### src/rtl/mux_scan_pkg.sv
// Shared state encoding and defaults for the mux scan sampler.
// Optional parity output is enabled with MUX_SCAN_SAMPLER_PARITY_EN.
package mux_scan_pkg;

    localparam int DEF_SEL_W  = 3;
    localparam int DEF_SETTLE = 1;
    localparam int CNT_W      = 4;

    typedef enum logic [1:0] {
        ST_IDLE   = 2'd0,
        ST_SETTLE = 2'd1,
        ST_SAMPLE = 2'd2,
        ST_HOLD   = 2'd3
    } state_t;

endpackage

### src/rtl/mux_scan_capture.sv
// N-bit capture register: writes one sampled bit per strobe, loads the
// finished word to the output. Parity with MUX_SCAN_SAMPLER_PARITY_EN.
module mux_scan_capture
    import mux_scan_pkg::*;
#(
    parameter int SEL_W = DEF_SEL_W
) (
    input  logic                    clk,
    input  logic                    rst_n,
    input  logic                    wr,
    input  logic [SEL_W-1:0]        idx,
    input  logic                    bit_in,
    input  logic                    load,
`ifdef MUX_SCAN_SAMPLER_PARITY_EN
    output logic                    parity,
`endif
    output logic [(2**SEL_W)-1:0]   word
);

    localparam int N = 2**SEL_W;

    logic [N-1:0] shift_q;
    logic [N-1:0] shift_d;

    always_comb begin
        shift_d = shift_q;
        if (wr) begin
            shift_d[idx] = bit_in;
        end
    end

    // The loaded word includes the bit written on the same edge.
    always_ff @(posedge clk or negedge rst_n) begin
        if (!rst_n) begin
            shift_q <= '0;
            word    <= '0;
        end else begin
            shift_q <= shift_d;
            if (load) begin
                word <= shift_d;
            end
        end
    end

`ifdef MUX_SCAN_SAMPLER_PARITY_EN
    always_ff @(posedge clk or negedge rst_n) begin
        if (!rst_n) begin
            parity <= 1'b0;
        end else if (load) begin
            parity <= ^shift_d;
        end
    end
`endif

endmodule

### src/rtl/mux_scan_sampler.sv
// Scans a 2**SEL_W:1 mux, samples iY after SETTLE cycles, emits a word.
// Optional oParity output is enabled with MUX_SCAN_SAMPLER_PARITY_EN.
module mux_scan_sampler
    import mux_scan_pkg::*;
#(
    parameter int SEL_W  = DEF_SEL_W,
    parameter int SETTLE = DEF_SETTLE
) (
    input  logic                    iCLK,
    input  logic                    iRST_n,
    input  logic                    iStart,
    output logic [SEL_W-1:0]        oSel,
    input  logic                    iY,
    output logic [(2**SEL_W)-1:0]   oData,
    output logic                    oValid,
    input  logic                    iReady,
`ifdef MUX_SCAN_SAMPLER_PARITY_EN
    output logic                    oParity,
`endif
    output logic                    oBusy
);

    localparam int N = 2**SEL_W;
    localparam logic [SEL_W-1:0] SEL_LAST = SEL_W'(N - 1);
    localparam logic [CNT_W-1:0] CNT_LAST =
        CNT_W'((SETTLE > 0) ? SETTLE - 1 : 0);
    localparam state_t ST_FIRST =
        (SETTLE == 0) ? ST_SAMPLE : ST_SETTLE;

    state_t           state_q, state_d;
    logic [SEL_W-1:0] sel_q, sel_d;
    logic [CNT_W-1:0] cnt_q, cnt_d;
    logic             valid_q, valid_d;
    logic             busy_q, busy_d;
    logic             cap_wr;
    logic             cap_load;

    always_ff @(posedge iCLK or negedge iRST_n) begin
        if (!iRST_n) begin
            state_q <= ST_IDLE;
            sel_q   <= '0;
            cnt_q   <= '0;
            valid_q <= 1'b0;
            busy_q  <= 1'b0;
        end else begin
            state_q <= state_d;
            sel_q   <= sel_d;
            cnt_q   <= cnt_d;
            valid_q <= valid_d;
            busy_q  <= busy_d;
        end
    end

    always_comb begin
        state_d  = state_q;
        sel_d    = sel_q;
        cnt_d    = cnt_q;
        valid_d  = valid_q;
        busy_d   = busy_q;
        cap_wr   = 1'b0;
        cap_load = 1'b0;
        unique case (state_q)
            ST_IDLE: begin
                if (iStart) begin
                    sel_d   = '0;
                    cnt_d   = '0;
                    busy_d  = 1'b1;
                    state_d = ST_FIRST;
                end
            end
            ST_SETTLE: begin
                if (cnt_q == CNT_LAST) begin
                    cnt_d   = '0;
                    state_d = ST_SAMPLE;
                end else begin
                    cnt_d = cnt_q + CNT_W'(1);
                end
            end
            ST_SAMPLE: begin
                cap_wr = 1'b1;
                if (sel_q == SEL_LAST) begin
                    cap_load = 1'b1;
                    valid_d  = 1'b1;
                    busy_d   = 1'b0;
                    sel_d    = '0;
                    state_d  = ST_HOLD;
                end else begin
                    sel_d   = sel_q + SEL_W'(1);
                    state_d = ST_FIRST;
                end
            end
            ST_HOLD: begin
                // A start on the accept edge chains straight into a new scan.
                if (iReady) begin
                    valid_d = 1'b0;
                    if (iStart) begin
                        sel_d   = '0;
                        cnt_d   = '0;
                        busy_d  = 1'b1;
                        state_d = ST_FIRST;
                    end else begin
                        state_d = ST_IDLE;
                    end
                end
            end
            default: begin
                state_d = ST_IDLE;
            end
        endcase
    end

    mux_scan_capture #(
        .SEL_W (SEL_W)
    ) u_capture (
        .clk    (iCLK),
        .rst_n  (iRST_n),
        .wr     (cap_wr),
        .idx    (sel_q),
        .bit_in (iY),
        .load   (cap_load),
`ifdef MUX_SCAN_SAMPLER_PARITY_EN
        .parity (oParity),
`endif
        .word   (oData)
    );

    assign oSel   = sel_q;
    assign oValid = valid_q;
    assign oBusy  = busy_q;

endmodule

### config.mk
export PLATFORM = sky130hd
export DESIGN_NAME = mux_scan_sampler
export DESIGN_NICKNAME = d
export VERILOG_FILES = /design/src/rtl/mux_scan_pkg.sv /design/src/rtl/mux_scan_capture.sv /design/src/rtl/mux_scan_sampler.sv
export SDC_FILE = /design/constraint.sdc
export NUM_CORES = 1
export LEC_CHECK = 0
export CAP_MARGIN = 20
export CORE_ASPECT_RATIO = 0.9
export CORE_UTILIZATION = 43
export CTS_CLUSTER_SIZE = 40
export DETAILED_ROUTE_END_ITERATION = 10
export GPL_TIMING_DRIVEN = 0
export PLACE_DENSITY = 0.71
export SYNTH_ARGS = -nofsm -noshare
export SYNTH_HDL_FRONTEND = slang
export SYNTH_SLANG_ARGS = --single-unit
### constraint.sdc
create_clock -name iCLK -period 1.9 [get_ports iCLK]
set_input_delay 0.475 -clock iCLK [delete_from_list [all_inputs] [get_ports iCLK]]
set_output_delay 0.475 -clock iCLK [all_outputs]
set_load 0.01 [all_outputs]
After elaboration in Yosys (flattened, before gate mapping)
Cells that the tools add are included.
- reductions and logical operators: 11
- $lt $le $gt $ge: 2
- add/sub/neg operators: 2
- equal/unequal tests: 8
- multiplexer cells: 28
- operator list (kind ; count):
    4-bit 2-to-1 mux ; 3
    4-bit case mux with 3 select lines ; 1
    1-bit 2-to-1 mux ; 10
    3-bit 2-to-1 mux ; 3
    3-bit case mux with 3 select lines ; 1
    3-bit AND reduction ; 3
    8-bit bitwise mux ; 1
    2-bit 2-to-1 mux ; 4
    8-bit 2-to-1 mux ; 1
    2-bit != test (second input constant) ; 4
    2-bit case mux with 4 select lines ; 1
    3-bit nonzero test ; 2
    4-bit by 1-bit adder with 4-bit output (second input constant) ; 1
    2-bit == test (second input constant) ; 2
    4-bit logical NOT ; 1
    3-bit by 4-bit < comparator with 1-bit output (second input constant) ; 1
    2-bit AND reduction ; 2
    3-bit by 1-bit adder with 3-bit output (second input constant) ; 1
    1-bit demux with 3-bit select ; 1
    3-bit == test (second input constant) ; 1
    3-bit by 1-bit >= comparator with 1-bit output (second input constant) ; 1
    1-bit case mux with 3 select lines ; 1
    2-bit by 1-bit == test with 1-bit output (second input constant) ; 1
    2-bit logical NOT ; 1
    3 further kinds ; 3
- register bits after elaboration: 27
- word-level logic and storage cells: 58
- output and inout bits: 13
- input bits: 5

Longest topological paths before layout
Gate-level depths: netlist (run 1).
- word-level depth: 6
- depth in mapped cells: 7
- gate-level depth less buffers: 5

Modules after synthesis
A second synthesis (run 1) with hierarchy kept.
- cell total of the unflattened synthesis: 113
- area total of the unflattened synthesis: 1412.6 µm²
- modules (own cells, without submodules) (module ; instances ; cells each ; area each (µm²) ; seq. area each (µm²)):
    mux_scan_sampler ; 1 ; 72 ; 726.9 ; 275.3
    mux_scan_capture ; 1 ; 41 ; 685.7 ; 400.4

Worst setup path before layout (run 1)
No wires, ideal clock.
- path type: register -> register
- start: register state_q[0]
- end: register u_capture.word[0]
- data required time: 1775 ps
- path slack: 166 ps
- data arrival time: 1610 ps
- clock period less this slack: 1734 ps
- buffers on the path: 1
- library setup time: 125 ps
- stages on the path, launching flop included: 7
- cells stage by stage: dfrtp_1 -> inv_1 -> ha_1 -> buf_2 -> nor4b_2 -> mux2_2 -> mux2_2
- cells in the longest elaborated chain, start to end: 3
- elaborated cells on any way between the ends: 4
- those cells by class: eq/ne (1); mux (3)
- RTL lines (item ; RTL line ; text):
    start: declaration ; mux_scan_sampler.sv:30 ; state_t state_q, state_d;
    start signal: assignment ; mux_scan_sampler.sv:46 ; state_q <= state_d;
    2-bit == test ; mux_scan_sampler.sv:62 ; unique case (state_q)
    1-bit 2-to-1 mux ; mux_scan_sampler.sv:62 ;
    8-bit 2-to-1 mux ; mux_scan_capture.sv:27 ; if (wr) begin
    named net u_capture.shift_d[0] ; mux_scan_capture.sv:23 ; logic [N-1:0] shift_d;
    end signal: assignment ; mux_scan_capture.sv:40 ; word <= shift_d;
    end: declaration ; mux_scan_capture.sv:17 ; output logic [(2**SEL_W)-1:0] word
The timed path passes the listed nets, and every way through them passes these cells.
A chain may end at the register's enable or synchronous reset.

Worst setup path in the final report (run 1)
Ends and elaborated chain as after synthesis.

==> out/results.tsv, run 1 <==
metric	value	unit
outcome	finished clean	
final_cell_area	0.00175	mm^2
cp_max_fo	10	
postCtsHoldBufs	0	
grt_pass1_vias	991	
ios	18	
cpMostUsedCell	mux2_2	
p_total	0.00189	W
fin_skew	6.99	ps
grt_pass1_wl	4760	um
hold_viol	0	
dp_hpwl	1990	um
synthCells	116	
critPathCaptureType	register	
dp.cells	176	
yosys.cell_types.count	37	
overflow	0	
num_antenna_cells	0	
dpl_cell_area	0.00169	mm^2
num_rows	19	
netSwitchingPower	0.000651	W
yosysWarnings	0	
grt_start_max_net_pins	17	
path_clk_slew	90	ps
antenna_found_initial	0	
drc_errors	0	
area_growth	22.1	%
synth_ff_type	dfrtp_1	
place_ws	-185	ps
reg2reg_from	state_q[0]$_DFFE_PN0P_	
die_h	56.8	um
ys_seq_elements	27	
period_needed	1830	ps
layout_commonest_cell	dfrtp_1	
power_density	1080	mW/mm^2
core	0.00311	mm^2
clock-sinks	27	
crit_slowest_cell	dfrtp_1	
hp-start	u_capture.shift_q[7]$_DFF_PN0_	
cts_tree	done	
comb_power_share	0.434	
cts_buffers	3	
max_freq	545	MHz
timing.final.ws_setup	66.1	ps
wl_per_cell	15.4	um
path_cells	inv_2, ha_1, buf_4, nor4b_4, mux2_2, mux2_2	
ctsRootBufferMaster	clkbuf_8	
finalCritPeriodShare	0.965	
synth-edff-count	0	
p_int	0.00124	W
num_vias	967	
ant_nets	0	
p_seq_frac	0.397	
die_w	62.9	um
worst_slew_pin_slew	668	ps
drt_iter0_markers	36	
viasPerCell	5.34	
power_leakage	0.810	nW
ys_seq_area_frac	0.470	
max-cap-violations	0	
initial_utilization	0.461	
crit_type	register to register	
start_kind	register	
clockPowerShare	0.169	
max_stage_delay	420	ps
slew_headroom	0.553	
p_sw_frac	0.343	
async_flop_share	1.00	
finalSetupViolations	0	
crit_arrival	1990	ps
hold_ws	504	ps
worstPathRequired	2060	ps
hold_path.class	register to register	
drt_pre_antenna_iters	4	
final_cell_mix	dfrtp_1 (27), clkdlybuf4s50_1 (17), mux2_2 (9), ha_1 (9), inv_1 (7)	
cp-startpoint	state_q[0]$_DFFE_PN0P_	
clock_insertion_delay_worst_skew	270	ps
syn_nets	130	
nets	154	
grtUsageTotal	0.177	
syn_area	0.00144	mm^2
die_area	0.00358	mm^2
place.gp.congestion	0.798	
ir_drop	0.000547	V
fin_cells	181	
cts-htree-levels	1	
drive_gt1_frac	0.216	
avgSynthCellArea	12.4	um^2
drt-total-wl	2790	um
cts_buffer_depth	2	
slew_violations	0	
port_buffers	17	
## power by group through the flow
stage / registers [W] / logic, W / clock network [W]
6_report: 0.000752 / 0.000822 / 0.000319
5_1_grt: 0.000762 / 0.000891 / 0.000354
4_1_cts: 0.000753 / 0.000792 / 0.000341
3_5_place_dp: 0.000764 / 0.000762 / 0
3_3_place_gp: 0.000753 / 0.000713 / 0
2_1_floorplan: 0.000754 / 0.000559 / 0
## metal layers
layer,track usage,vias up,share of wire
li1,-,465,-
met1,0.214,478,0.46
met2,0.298,19,0.50
met3,0.0386,5,0.030
met4,0.0797,0,0.016
met5,0,-,0
## sequential cells by signal, summed over array words and instances, names as in the netlist
register,flops
u_capture.shift_q,8
oSel,3
state_q,2
oBusy,1
oValid,1
u_capture.word,8
cnt_q,4
## worst paths after layout
| path | end | slack [ps] | cells past startpoint |
|---|---|---|---|
| setup / recovery | u_capture.word[0]$_DFFE_PN0P_ | 70 | 6 |
| hold / removal | u_capture.shift_q[7]$_DFF_PN0_ | 500 | 1 |
| setup reg to reg | u_capture.word[0]$_DFFE_PN0P_ | 70 | 6 |
| hold reg to reg | u_capture.shift_q[7]$_DFF_PN0_ | 500 | 1 |
| max in group asynchronous | u_capture.shift_q[3]$_DFF_PN0_ | 790 | 2 |
| min in group asynchronous | cnt_q[3]$_DFFE_PN0P_ | 600 | 1 |
## critical path: cells and delay by family, from the launching register on
kind          cells  cell delay, ps
buf+inv           2             270
flops             1             420
mux               2             630
simple gates      1             210
fa+ha+maj         1             170
## layout make-up
class	instances	area, um^2
fill	265	1360
multi-input combinational	74	698
sequential	27	676
timing repair buffer	20	213
tap	42	52.6
clock buffer	4	45.0
buffer	6	40.0
inverter	8	30.0
## Yosys cell counts (3+ instances only)
| library cell | n | share of area |
|---|---|---|
| mux2_4 | 3 | 0.031 |
| buf_4 | 3 | 0.016 |
| dfrtp_1 | 27 | 0.47 |
| ha_1 | 9 | 0.078 |
| buf_2 | 3 | 0.010 |
| and4bb_1 | 3 | 0.026 |
| inv_1 | 8 | 0.021 |
| mux2_2 | 9 | 0.071 |
| nand2_1 | 6 | 0.016 |
| nand4b_1 | 4 | 0.024 |
| mux2_1 | 5 | 0.039 |
| mux2i_1 | 5 | 0.035 |
## stage by stage
stage / setup TNS [ps] / utilization
floorplan: 0 / -
global placement: -1260 / 0.533
detailed placement: -240 / 0.542
CTS: 0 / 0.561
global route: -1.17 / 0.563
finish: 0 / 0.563
## logic make-up (layout without fill, tap and decap cells)
kind of cell | after synthesis | count (layout) | synth area share
AOI/OAI and AO/OA | 14 | 14 | 0.0819
muxes | 22 | 22 | 0.176
adders and majority gates | 9 | 9 | 0.0784
DFF | 27 | 27 | 0.470
and+or+nand+nor | 29 | 29 | 0.144
buffers and inverters | 15 | 38 | 0.0496
## repair_timing
action                                  4_1_cts  5_1_grt
buffers inserted                              1        1
pin swaps                                     1        0
endpoints found under the setup margin        4       11
gates resized for setup                       2        2
No activity file was read; power rests on OpenSTA's default activity.
==> run 2, diff against run 1 <==
CORE_UTILIZATION = 35   (was 43)
PLACE_DENSITY = 0.61   (was 0.71)
SKIP_LAST_GASP = 1   (was unset)
==> out/results.tsv, run 2 (same netlist as run 1, synthesis figures left out) <==
metric	value	unit
grt_pass1_wl	4950	um
num_vias	944	
postCtsHoldBufs	0	
path_clk_slew	90	ps
drive_gt1_frac	0.217	
top_regs	u_capture.shift_q (8), u_capture.word (8), cnt_q (4)	
clockPowerShare	0.176	
area_growth	21.2	%
rsz0062_at_grt	true	
cts_tree	done	
hold_path.class	register to register	
drt-total-wl	2630	um
fin_setup_tns	0	ps
final_cell_mix	dfrtp_1 (27), clkdlybuf4s50_1 (17), mux2_2 (9), ha_1 (9), inv_1 (7)	
cts_buffers	3	
fill_cells	358	
dp.cells	180	
dp_hpwl	1920	um
fin_skew	3.93	ps
power_density	1070	mW/mm^2
max-cap-violations	0	
finalCritPeriodShare	0.966	
cpMostUsedCell	mux2_2	
ir_drop	0.000477	V
crit_type	register to register	
crit_arrival	2000	ps
cp-startpoint	state_q[0]$_DFFE_PN0P_	
die_area	0.00436	mm^2
hp-start	u_capture.shift_q[5]$_DFF_PN0_	
port_buffers	17	
clock-sinks	27	
outcome	finished clean	
path_cells	inv_2, ha_1, clkbuf_4, nor4b_4, mux2_2, mux2_2	
ant_nets	0	
fin_cells	184	
core	0.00381	mm^2
viasPerCell	5.13	
worst_slew_pin_slew	730	ps
antenna_found_initial	0	
cp_max_fo	10	
start_kind	register	
place.gp.congestion	0.722	
worstPathRequired	2070	ps
cts-htree-levels	1	
die_h	62.8	um
drc_errors	0	
num_rows	21	
crit_slowest_cell	dfrtp_1	
initial_utilization	0.377	
hold_viol	0	
p_int	0.00122	W
grt_pass1_vias	1024	
grtUsageTotal	0.142	
grt_start_max_net_pins	16	
finalSetupViolations	0	
max_stage_delay	430	ps
slew_violations	0	
period_needed	1840	ps
drt_iter0_markers	24	
layout_commonest_cell	dfrtp_1	
p_sw_frac	0.342	
ios	18	
drt_pre_antenna_iters	4	
netSwitchingPower	0.000635	W
slew_headroom	0.511	
num_antenna_cells	0	
cts_buffer_depth	2	
max_freq	545	MHz
wl_per_cell	14.3	um
overflow	0	
nets	153	
comb_power_share	0.420	
ctsRootBufferMaster	clkbuf_8	
die_w	69.5	um
clock_insertion_delay_worst_skew	270	ps
reg2reg_from	state_q[0]$_DFFE_PN0P_	
critPathCaptureType	register	
p_seq_frac	0.404	
power_leakage	0.804	nW
run 2: changes by cell type in the layout (fill, tap and decap cells not counted), sizes merged:
cell | previous run | this run
buf | 9 | 7
clkinv | 0 | 1
run 2: path summary, 6_finish.rpt:
kind                                                  endpoint  slack (ps)  depth (start not counted)
min in group asynchronous                    oBusy$_DFFE_PN0P_         630                          1
worst max register to register   u_capture.word[0]$_DFFE_PN0P_          60                          6
worst max-delay path             u_capture.word[0]$_DFFE_PN0P_          60                          6
worst min-delay path            u_capture.shift_q[5]$_DFF_PN0_         490                          1
worst min register to register  u_capture.shift_q[5]$_DFF_PN0_         490                          1
max in group asynchronous        u_capture.word[2]$_DFFE_PN0P_         730                          2
run 2: repair_timing:
item	in CTS	in global routing
gates cloned	0	0
pin swaps	1	2
endpoints found under the setup margin	2	15
setup buffers	1	0
resized for setup	1	2
run 2: critical path, delay by kind of cell (launching register included):
family | cells | cell delay, ps
flip-flops | 1 | 430
multiplexers | 2 | 630
AND/OR/NAND/NOR | 1 | 220
buffers and inverters | 2 | 300
adder cells (fa/ha/maj) | 1 | 150
run 2: per-layer routing:
| layer | part of all wire | track usage | vias to the layer above |
|---|---|---|---|
| li1 | - | - | 462 |
| met1 | 0.49 | 0.194 | 461 |
| met2 | 0.46 | 0.225 | 19 |
| met3 | 0.041 | 0.0371 | 2 |
| met4 | 0.0072 | 0.0357 | 0 |
| met5 | 0 | 0 | - |
run 2: power by group through the flow:
stage	Sequential [W]	Combinational, W	Clock [W]
after global routing	0.000765	0.000878	0.000367
after CTS	0.000749	0.000780	0.000348
after floorplan	0.000754	0.000559	0
after detailed placement	0.000760	0.000750	0
after global placement	0.000753	0.000722	0
final	0.000749	0.000779	0.000327
run 2: final cells by class:
| cell class | count | area, um^2 | area share |
|---|---|---|---|
| Buffer | 6 | 40.0 | 0.0230 |
| Clock inverter | 1 | 5.00 | 0.00288 |
| Timing Repair Buffer | 19 | 193 | 0.111 |
| Inverter | 8 | 30.0 | 0.0173 |
| Sequential cell | 27 | 676 | 0.388 |
| Multi-Input combinational cell | 74 | 698 | 0.401 |
| Tap cell | 46 | 57.6 | 0.0331 |
| Clock buffer | 3 | 41.3 | 0.0237 |
run 2: stage by stage:
| stage | area (um^2) | util | hold slack [ps] | power (W) | setup WS (ps) |
|---|---|---|---|---|---|
| global route | 1740 | 0.457 | 519 | 0.00201 | -47.4 |
| global placement | 1660 | 0.437 | 470 | 0.00147 | -149 |
| detailed placement | 1680 | 0.441 | 478 | 0.00151 | -165 |
| CTS | 1740 | 0.457 | 504 | 0.00188 | -24.1 |
| floorplan | 1440 | - | 179 | 0.00131 | 166 |
| finish | 1740 | 0.457 | 494 | 0.00186 | 64.7 |
==> run 3, diff against run 2 <==
CORE_UTILIZATION = 49   (was 35)
PLACE_DENSITY = 0.79   (was 0.61)
==> out/results.tsv, run 3 (same netlist as run 1, synthesis figures left out) <==
metric	value	unit
grt_start_max_net_pins	17	
hold_ws	491	ps
num_vias	953	
die_h	53.4	um
path_clk_slew	160	ps
num_antenna_cells	0	
initial_utilization	0.519	
power_leakage	0.798	nW
clock_insertion_delay_worst_skew	330	ps
cts_tree	done	
period_needed	1800	ps
top_regs	u_capture.shift_q (8), u_capture.word (8), cnt_q (4)	
outcome	finished clean	
grt_pass1_wl	4260	um
layout_commonest_cell	dfrtp_1	
nets	154	
die_area	0.00315	mm^2
crit_arrival	2040	ps
grt_pass1_vias	953	
drive_gt1_frac	0.230	
max_stage_delay	450	ps
reg2reg_from	state_q[0]$_DFFE_PN0P_	
final_cell_mix	dfrtp_1 (27), clkdlybuf4s50_1 (17), mux2_2 (8), ha_1 (8), inv_1 (7)	
ios	18	
hold_viol	0	
path_cells	inv_2, ha_1, clkbuf_4, and4bb_1, mux2_4, mux2_2	
drt-total-wl	2670	um
cp_max_fo	10	
hold_path.class	primary input to asynchronous set/reset pin	
worstPathRequired	2140	ps
p_total	0.00183	W
clock-sinks	27	
area_growth	20.5	%
viasPerCell	5.32	
max-cap-violations	0	
rsz0062_at_grt	false	
max_freq	557	MHz
cts_buffer_depth	2	
drt_iter0_markers	8	
fin_skew	12.6	ps
ctsRootBufferMaster	clkbuf_4	
worst_slew_pin_slew	596	ps
dp_hpwl	1970	um
crit_type	register to register	
cts-htree-levels	1	
grtUsageTotal	0.187	
port_buffers	17	
drc_errors	0	
finalSetupViolations	0	
wl_per_cell	14.9	um
crit_slowest_cell	dfrtp_1	
postCtsHoldBufs	0	
slew_headroom	0.602	
ir_drop	0.000477	V
power_density	1060	mW/mm^2
place.gp.congestion	0.820	
cp-startpoint	state_q[0]$_DFFE_PN0P_	
drt_pre_antenna_iters	3	
num_rows	18	
cts_buffers	3	
overflow	0	
start_kind	register	
slew_violations	0	
finalCritPeriodShare	0.946	
critPathCaptureType	register	
die_w	59.1	um
antenna_found_initial	0	
ant_nets	0	
core	0.00277	mm^2
-- run 3: per-stage QoR --
stage,instance area [um^2],setup WS (ps),util,TNS (ps),instances
after floorplan,1440,166,-,0,116
after detailed placement,1670,-202,0.603,-261,174
after global placement,1660,-139,0.598,-139,173
final,1730,103,0.625,0,179
after global routing,1730,16.8,0.625,0,179
after CTS,1710,9.84,0.617,0,179
-- run 3: final timing paths --
path	to	slack [ps]	depth (start not counted)
worst max-delay path	u_capture.word[2]$_DFFE_PN0P_	100	6
worst min-delay path	u_capture.shift_q[2]$_DFF_PN0_	490	1
worst max register to register	u_capture.word[2]$_DFFE_PN0P_	100	6
worst min register to register	u_capture.shift_q[5]$_DFF_PN0_	500	1
max in group asynchronous	oBusy$_DFFE_PN0P_	890	2
min in group iCLK	u_capture.shift_q[5]$_DFF_PN0_	500	1
-- run 3: final cells by class --
class,count,area (um^2)
Buffer,6,40.0
Clock buffer,3,22.5
Inverter,8,30.0
Clock inverter,1,7.51
Sequential cell,27,676
Timing Repair Buffer,20,200
Fill cell,230,1040
Multi-Input combinational cell,74,704
Tap cell,40,50.0
-- run 3: power by group --
part	switching, W	internal [W]
Sequential	0.0000705	0.000684
Clock	0.000179	0.0000806
Combinational	0.000403	0.000414
-- run 3: critical path: cells and delay by family (launching register included) --
kind | cells | cell delay [ps]
adder cells (fa/ha/maj) | 1 | 140
buffers and inverters | 2 | 290
flip-flops | 1 | 450
multiplexers | 2 | 580
AND/OR/NAND/NOR | 1 | 250
-- run 3: layer usage --
layer / share of wire / wire [um] / track usage / vias to the layer above
li1: - / - / - / 466
met1: 0.47 / 1260 / 0.234 / 466
met2: 0.49 / 1310 / 0.320 / 17
met3: 0.025 / 66 / 0.0293 / 4
met4: 0.012 / 33 / 0.0754 / 0
met5: 0 / 0 / 0 / -
-- run 3: what timing repair did --
item	4_1_cts	5_1_grt
resized for setup	0	5
cloned	0	0
pin swaps	1	0
setup buffers	1	1
setup endpoints to repair	1	11
